==> src/rtl/line_fetch_sequencer.sv <==
`default_nettype none
// ============================================================================
// Module   : line_fetch_sequencer
// Purpose  : Draw-domain tile-word fetch sequencer. Each line pulse latches
//            the scanline and scroll values. The block then issues WORDS
//            tile-word requests. Each request advances only when it is
//            accepted (valid && ready).
// Ports    : clk_draw, rst_draw (async, active-low)
//            line, sy, scroll_x, scroll_y   - line start and its parameters
//            ready                          - downstream accept
//            valid, tile_y, tile_x, tile_row, tile_col, lb_x, bufsel, first
//                                           - registered request outputs
//            busy, done                     - sequence status
// Revision : 1.0 - initial release
// ============================================================================
module line_fetch_sequencer #(
    parameter int CORDW = 11,
    parameter int WORDS = 81,
    parameter int LBW   = 12
) (
    input  logic             clk_draw,
    input  logic             rst_draw,
    input  logic             line,
    input  logic [CORDW-1:0] sy,
    input  logic [9:0]       scroll_x,
    input  logic [8:0]       scroll_y,
    input  logic             ready,
    output logic             valid,
    output logic [4:0]       tile_y,
    output logic [4:0]       tile_x,
    output logic [2:0]       tile_row,
    output logic             tile_col,
    output logic [LBW-1:0]   lb_x,
    output logic             bufsel,
    output logic             first,
    output logic             busy,
    output logic             done
);

    localparam int CNTW = $clog2(WORDS);
    localparam logic [CNTW-1:0] C_LAST_WORD = CNTW'(WORDS - 1);
    localparam logic [LBW-1:0]  C_WORD_PIX  = LBW'(8);

    typedef enum logic [1:0] {
        S_IDLE  = 2'd0,
        S_FETCH = 2'd1,
        S_DONE  = 2'd2
    } state_t;

    state_t          state_q,  state_d;
    logic [CNTW-1:0] count_q,  count_d;
    // Tile-map word index. Only the low 6 bits of the start word matter,
    // because the map row holds 64 words.
    logic [5:0]      idx_q,    idx_d;
    logic [8:0]      eff_y_q,  eff_y_d;
    logic [LBW-1:0]  lb_x_q,   lb_x_d;
    logic            bufsel_q, bufsel_d;
    logic            first_q,  first_d;
    logic            valid_q,  valid_d;
    logic            busy_q,   busy_d;
    logic            done_q,   done_d;

    logic            w_xfer;

    // Only sy[8:0] and scroll_x[8:0] take part in the fetch arithmetic.
    logic            w_unused;
    assign w_unused = ^{sy[CORDW-1:9], scroll_x[9]};

    assign w_xfer = valid_q && ready;

    always_comb begin
        state_d  = state_q;
        count_d  = count_q;
        idx_d    = idx_q;
        eff_y_d  = eff_y_q;
        lb_x_d   = lb_x_q;
        bufsel_d = bufsel_q;
        first_d  = first_q;
        valid_d  = valid_q;
        busy_d   = busy_q;
        done_d   = done_q;

        if (line) begin
            // A line pulse always (re)starts the sequence. It wins over a
            // transfer in the same cycle, so an aborted line never reaches
            // DONE.
            state_d  = S_FETCH;
            count_d  = '0;
            idx_d    = scroll_x[8:3];
            eff_y_d  = sy[8:0] + scroll_y;
            // Fine scroll shifts the first word left of column 0. The
            // negative start is intentional; downstream masks the writes.
            lb_x_d   = '0 - {{(LBW-3){1'b0}}, scroll_x[2:0]};
            bufsel_d = sy[0];
            first_d  = 1'b1;
            valid_d  = 1'b1;
            busy_d   = 1'b1;
            done_d   = 1'b0;
        end else begin
            case (state_q)
                S_IDLE: begin
                    valid_d = 1'b0;
                    busy_d  = 1'b0;
                    done_d  = 1'b0;
                end
                S_FETCH: begin
                    if (w_xfer) begin
                        if (count_q == C_LAST_WORD) begin
                            state_d = S_DONE;
                            valid_d = 1'b0;
                            first_d = 1'b0;
                            done_d  = 1'b1;
                        end else begin
                            count_d = count_q + 1'b1;
                            idx_d   = idx_q + 1'b1;
                            lb_x_d  = lb_x_q + C_WORD_PIX;
                            first_d = 1'b0;
                        end
                    end
                end
                S_DONE: begin
                    state_d = S_IDLE;
                    busy_d  = 1'b0;
                    done_d  = 1'b0;
                end
                default: begin
                    state_d = S_IDLE;
                    valid_d = 1'b0;
                    busy_d  = 1'b0;
                    done_d  = 1'b0;
                    first_d = 1'b0;
                end
            endcase
        end
    end

    always_ff @(posedge clk_draw or negedge rst_draw) begin
        if (!rst_draw) begin
            state_q  <= S_IDLE;
            count_q  <= '0;
            idx_q    <= '0;
            eff_y_q  <= '0;
            lb_x_q   <= '0;
            bufsel_q <= 1'b0;
            first_q  <= 1'b0;
            valid_q  <= 1'b0;
            busy_q   <= 1'b0;
            done_q   <= 1'b0;
        end else begin
            state_q  <= state_d;
            count_q  <= count_d;
            idx_q    <= idx_d;
            eff_y_q  <= eff_y_d;
            lb_x_q   <= lb_x_d;
            bufsel_q <= bufsel_d;
            first_q  <= first_d;
            valid_q  <= valid_d;
            busy_q   <= busy_d;
            done_q   <= done_d;
        end
    end

    // Tile map is 32x32 tiles of 8x8 texels, doubled to 16x16 screen pixels.
    // Each texel row therefore covers two screen lines, and each tile row
    // splits into two words.
    assign valid    = valid_q;
    assign tile_y   = eff_y_q[8:4];
    assign tile_row = eff_y_q[3:1];
    assign tile_x   = idx_q[5:1];
    assign tile_col = idx_q[0];
    assign lb_x     = lb_x_q;
    assign bufsel   = bufsel_q;
    assign first    = first_q;
    assign busy     = busy_q;
    assign done     = done_q;

endmodule
`default_nettype wire
==> config.mk <==
export PLATFORM = sky130hd
export DESIGN_NAME = line_fetch_sequencer
export DESIGN_NICKNAME = d
export VERILOG_FILES = /design/src/rtl/line_fetch_sequencer.sv
export SDC_FILE = /design/constraint.sdc
export NUM_CORES = 1
export LEC_CHECK = 0
export ABC_AREA = 1
export BUFFER_PORTS_ARGS = -buffer_cell sky130_fd_sc_hd__buf_2
export CAP_MARGIN = 20
export CORE_ASPECT_RATIO = 1.5
export CORE_UTILIZATION = 30
export CTS_CLUSTER_SIZE = 30
export DETAILED_ROUTE_END_ITERATION = 8
export PLACE_DENSITY = 0.54
export RECOVER_POWER = 25
export REMOVE_ABC_BUFFERS = 1
export SLEW_MARGIN = 10
export SYNTH_ARGS = -nofsm -noshare
export SYNTH_HDL_FRONTEND = slang
export SYNTH_SLANG_ARGS = --single-unit
==> constraint.sdc <==
create_clock -name clk_draw -period 2.25 [get_ports clk_draw]
set_input_delay 0.675 -clock clk_draw [delete_from_list [all_inputs] [get_ports clk_draw]]
set_output_delay 0.675 -clock clk_draw [all_outputs]
set_load 0.01 [all_outputs]
## Word level (Yosys, flattened, before mapping)

Cells that the tools add are included.
Widths: inputs -> output; s select.

| word-level totals | value |
|---|---|
| register bits | 41 |
| output and inout bits | 31 |
| logic and storage cells | 64 |

| operators by class | value |
|---|---|
| $add $sub $neg | 5 |
| eq/ne operators | 10 |
| multiplexer cells | 29 |
| reduce and logical (&&, ||, !) cells | 10 |

Operators with widths:

| kind | count |
|---|---|
| $mux 12 | 4 |
| $mux 7 | 4 |
| $mux 6 | 4 |
| $add 12x4->12 const B | 1 |
| $mux 1 | 11 |
| $add 9x9->9 | 1 |
| $reduce_and 3->1 | 3 |
| $ne 2x2->1 const B | 4 |
| $add 7x1->7 const B | 1 |
| $eq 7x7->1 const B | 1 |
| $add 6x1->6 const B | 1 |
| $mux 2 | 3 |
| $ne 3x3->1 const B | 2 |
| $pmux 1 s2 | 2 |
| $pmux 2 s2 | 1 |
| $reduce_and 2->1 | 2 |
| $reduce_bool 2->1 | 2 |
| $sub 1x3->4 const A | 1 |
| $eq 2x1->1 const B | 1 |
| $eq 2x2->1 const B | 1 |
| $logic_not 2->1 | 1 |
| $ne 2x1->1 const B | 1 |
| $reduce_or 2->1 | 1 |
| $logic_and 1x1->1 | 1 |

## Longest topological paths before layout

| depth | value |
|---|---|
| depth after elaboration | 5 |
| gate-level depth with buffers | 10 |

## Worst setup path after synthesis

Ideal clock, no wire load.

| timing path | value |
|---|---|
| path type | input-to-reg |
| start | input port sy[3] |
| end | register eff_y_q[4] |
| data arrival time | 1.643 ns |
| data required time | 2.167 ns |
| setup slack | 0.525 ns |
| cell stages on the path | 6 |
| cell sequence | ha_1 or2_2 and2_1 nand2_1 nand2_1 o21ai_0 |

| on the way | value |
|---|---|
| word-level cells in the longest chain between the ends | 1 |

Ends and longest elaborated chain:

| element | RTL line | RTL |
|---|---|---|
| start: declaration | 24 | `input logic [CORDW-1:0] sy,` |
| $add 9x9->9 | 90 | `eff_y_d = sy[8:0] + scroll_y;` |
| end signal: assignment | 153 | `eff_y_q <= eff_y_d;` |
| end: declaration | 55 | `logic [8:0] eff_y_q, eff_y_d;` |

No other way between the ends.
A chain may end at the register's enable or synchronous reset.

## Worst setup path in the final report

| timing path | value |
|---|---|
| start | input port sy[0] |
| end | register eff_y_q[4] |

Same word-level chain as after synthesis.

==> results.py <==
metrics = {
    "routing": {
        "dr.pass1.iters": 4,
        "drt_iter0_drc": 68,
        "wire_per_inst_microns": 11.3,
        "antenna_left": 0,
        "vias": 2300,
        "wl_mm": 5.69,
        "viasPerCell": 4.55,
        "route.detailed.drc": 0,
    },
    "timing": {
        "fmaxAchievable_mhz": 600,
        "maxSlewHeadroom": 0.450,
        "hold_viol_final": 0,
        "tightest_slew_ps": 825,
        "setup_viol": 0,
        "timing.setup.tns_ps": 0,
        "fin_crit_sh": 0.741,
        "finClkSkew_ps": 5.31,
        "slew_violations": 0,
        "rsz0062_at_grt": "no",
        "fin_crit_ps": 1670,
    },
    "die": {
        "die_h_microns": 113,
        "ioPinCount": 65,
        "dieWidth_microns": 75.7,
        "dieArea_sq_um": 8520,
        "rows": 40,
        "initial_utilization": 0.307,
        "coreArea_sq_um": 7960,
    },
    "run_status": {
        "outcome": "complete, no violations",
    },
    "pwr": {
        "comb_power_share": 0.232,
        "seqPwrFrac": 0.433,
        "leakage_nw": 1.64,
        "p_clk_frac": 0.334,
        "p_int_mw": 1.39,
        "p_sw_frac": 0.311,
        "power_density_nw_per_um2": 673,
        "switchingPower_uw": 628,
        "vdd.ir_drop.worst_uv": 302,
    },
    "cells_and_area": {
        "multi_input_area_sq_um": 1260,
        "regArea_sq_um": 1000,
        "syn2layout_area_growth_pct": 22.9,
        "layout.nets": 447,
        "fin_util": 0.378,
        "fillCellCount": 844,
        "insertedDiodeCount": 0,
        "layout-drive-gt1-share": 0.205,
    },
    "placed_design": {
        "place_hpwl_mm": 4.26,
        "place_congestion": 0.808,
        "io_buffer_count": 61,
    },
    "global_route": {
        "grt_pass1_wl_mm": 9.71,
        "grt_max_degree": 26,
        "first_global_vias": 2183,
        "grt_overflow": 0,
        "track_usage": 0.150,
        "antenna_found_initial": 0,
    },
    "worst_setup_path": {
        "crit_arrival_ps": 1870,
        "cp-end-kind": "register",
        "setup.worst_path.class": "in -> reg",
        "path_max_fanout": 3,
        "required_ps": 2450,
        "cp_slowest_stage_delay_ps": 380,
        "cp_common_cell": "nand2_1",
        "startpoint_type": "input pin",
        "critPathSlowestCell": "fa_1",
        "critical_path_buf_inv_count": 2,
        "crit_family": "simple AND/OR/NAND/NOR gates",
        "path_cells": "buf_2 -> nand2_1 -> inv_1 -> fa_1 -> nand2_1 -> nand2_1 -> and2_1 -> nand2_1 -> nand2_1 -> o21ai_0",
    },
    "synth": {
        "postSynthCellCount": 335,
        "synth-seq-cells": 40,
        "avgSynthCellArea_sq_um": 7.30,
        "yosysSeqAreaShare": 0.409,
        "synth.distinct_cells": 26,
        "ys_warn_count": 0,
        "synth_area_sq_um": 2440,
    },
    "run": {
        "cap_viol_max_count": 0,
    },
    "clock_tree": {
        "cts_setup_buffers": 0,
        "clk_pin_slew_ps": 50,
        "cts_hold_buf": 0,
        "clkSinkCount": 40,
        "insertion_delay_ps": 280,
        "post_cts_resized": 0,
        "cts_tree": "yes",
        "cts-buffers-inserted": 5,
        "clk_path_buf_depth": 2,
        "clockRootBuffer": "clkbuf_16",
        "htreeDepth": 2,
    },
    "worst_hold_path": {
        "hold_class": "in -> async",
    },
}
==> flip-flops by register name, summed over array words and instances, names as in the netlist <==
signal   count
valid        1
first        1
bufsel       1
eff_y_q      8
state_q      2
idx_q        6
busy         1
done         1
count_q      7
lb_x        12
==> metrics by stage <==
stage | cell area [sq um] | hold WS, ps | instances | setup WS, ps | power [mW]
global route | 3000 | 453 | 505 | 396 | 2.16
detailed placement | 2880 | 462 | 498 | 261 | 1.37
CTS | 3010 | 267 | 505 | 583 | 2.06
global placement | 2880 | 453 | 498 | 295 | 1.36
floorplan | 2400 | 379 | 328 | 528 | 1.16
finish | 3000 | 387 | 505 | 584 | 2.02
==> worst reg2reg max path, cell delays in order, from the launching register on <==
cell and delay, ps:
dfrtp_1 420, inv_1 110, ha_1 170, nand3_2 120, o21ai_2 220, nand2_2 260, nand2_1 140, o21ai_0 80
==> cells by family (layout without fill, tap and decap cells) <==
logic type,after synthesis,after routing,synth area share
simple gates,203,203,0.358
buf+inv,43,108,0.0737
flops,40,40,0.409
compound gates,29,29,0.0645
fa+ha+maj,13,13,0.0696
xor+xnor,7,7,0.0251
==> routing by layer <==
layer / track usage / wire (microns) / vias to the layer above
met5: 0 / 0 / -
met4: 0.0704 / 130 / 0
met3: 0.0287 / 219 / 7
met2: 0.251 / 2850 / 51
met1: 0.179 / 2480 / 1047
li1: - / - / 1195
==> power by group through the flow <==
stage | Clock, mW | Combinational (mW) | Sequential (mW)
floorplan | 0 | 0.253 | 0.910
global placement | 0 | 0.471 | 0.888
detailed placement | 0 | 0.481 | 0.887
CTS | 0.700 | 0.480 | 0.877
global route | 0.722 | 0.547 | 0.889
finish | 0.675 | 0.470 | 0.876
==> final timing paths <==
path	start	endpoint	slack, ps	cells past startpoint
worst max-delay path	sy[0]	eff_y_q[4]$_DFFE_PN0P_	580	10
worst min-delay path	rst_draw	first$_DFFE_PN0P_	390	1
worst max register to register	count_q[0]$_DFFE_PN0P_	lb_x[7]$_DFFE_PN0P_	620	7
worst min register to register	first$_DFFE_PN0P_	first$_DFFE_PN0P_	470	2
max in group asynchronous	rst_draw	lb_x[5]$_DFFE_PN0P_	710	2
min in group clk_draw	first$_DFFE_PN0P_	first$_DFFE_PN0P_	470	2
==> layout make-up <==
class | instances | share of cell area
flip-flops and latches | 40 | 0.333
inverters | 36 | 0.0450
well taps | 105 | 0.0437
repair buffers | 65 | 0.113
clock inverters | 1 | 0.00167
clock buffers | 6 | 0.0429
multi-input cells | 252 | 0.421
==> cell usage after synthesis (all sizes together) <==
library cell    n  area, sq um
a21oi           8         40.0
and2            1         6.26
buf             5         37.5
clkbuf          2         7.51
dfrtp          40         1000
fa              1         20.0
ha             12          150
inv            36          135
nand2         139          524
nand3          33          175
nand3b          3         22.5
nand4           4         25.0
nor2           22          115
o21ai          19          103
o21bai          2         15.0
or2             1         6.26
xnor2           4         35.0
xor2            3         26.3
==> cell usage in the layout, fill, tap and decap left out, drive strengths merged <==
| cell | instances |
|---|---|
| nand3b | 3 |
| a21oi | 8 |
| nand2 | 139 |
| o21bai | 2 |
| buf | 62 |
| nand3 | 33 |
| inv | 36 |
| and2 | 1 |
| clkbuf | 9 |
| or2 | 1 |
| xor2 | 3 |
| nor2 | 22 |
| dfrtp | 40 |
| o21ai | 19 |
| fa | 1 |
| nand4 | 4 |
| ha | 12 |
| clkinv | 1 |
| xnor2 | 4 |
(Power assumes the default switching activity.)
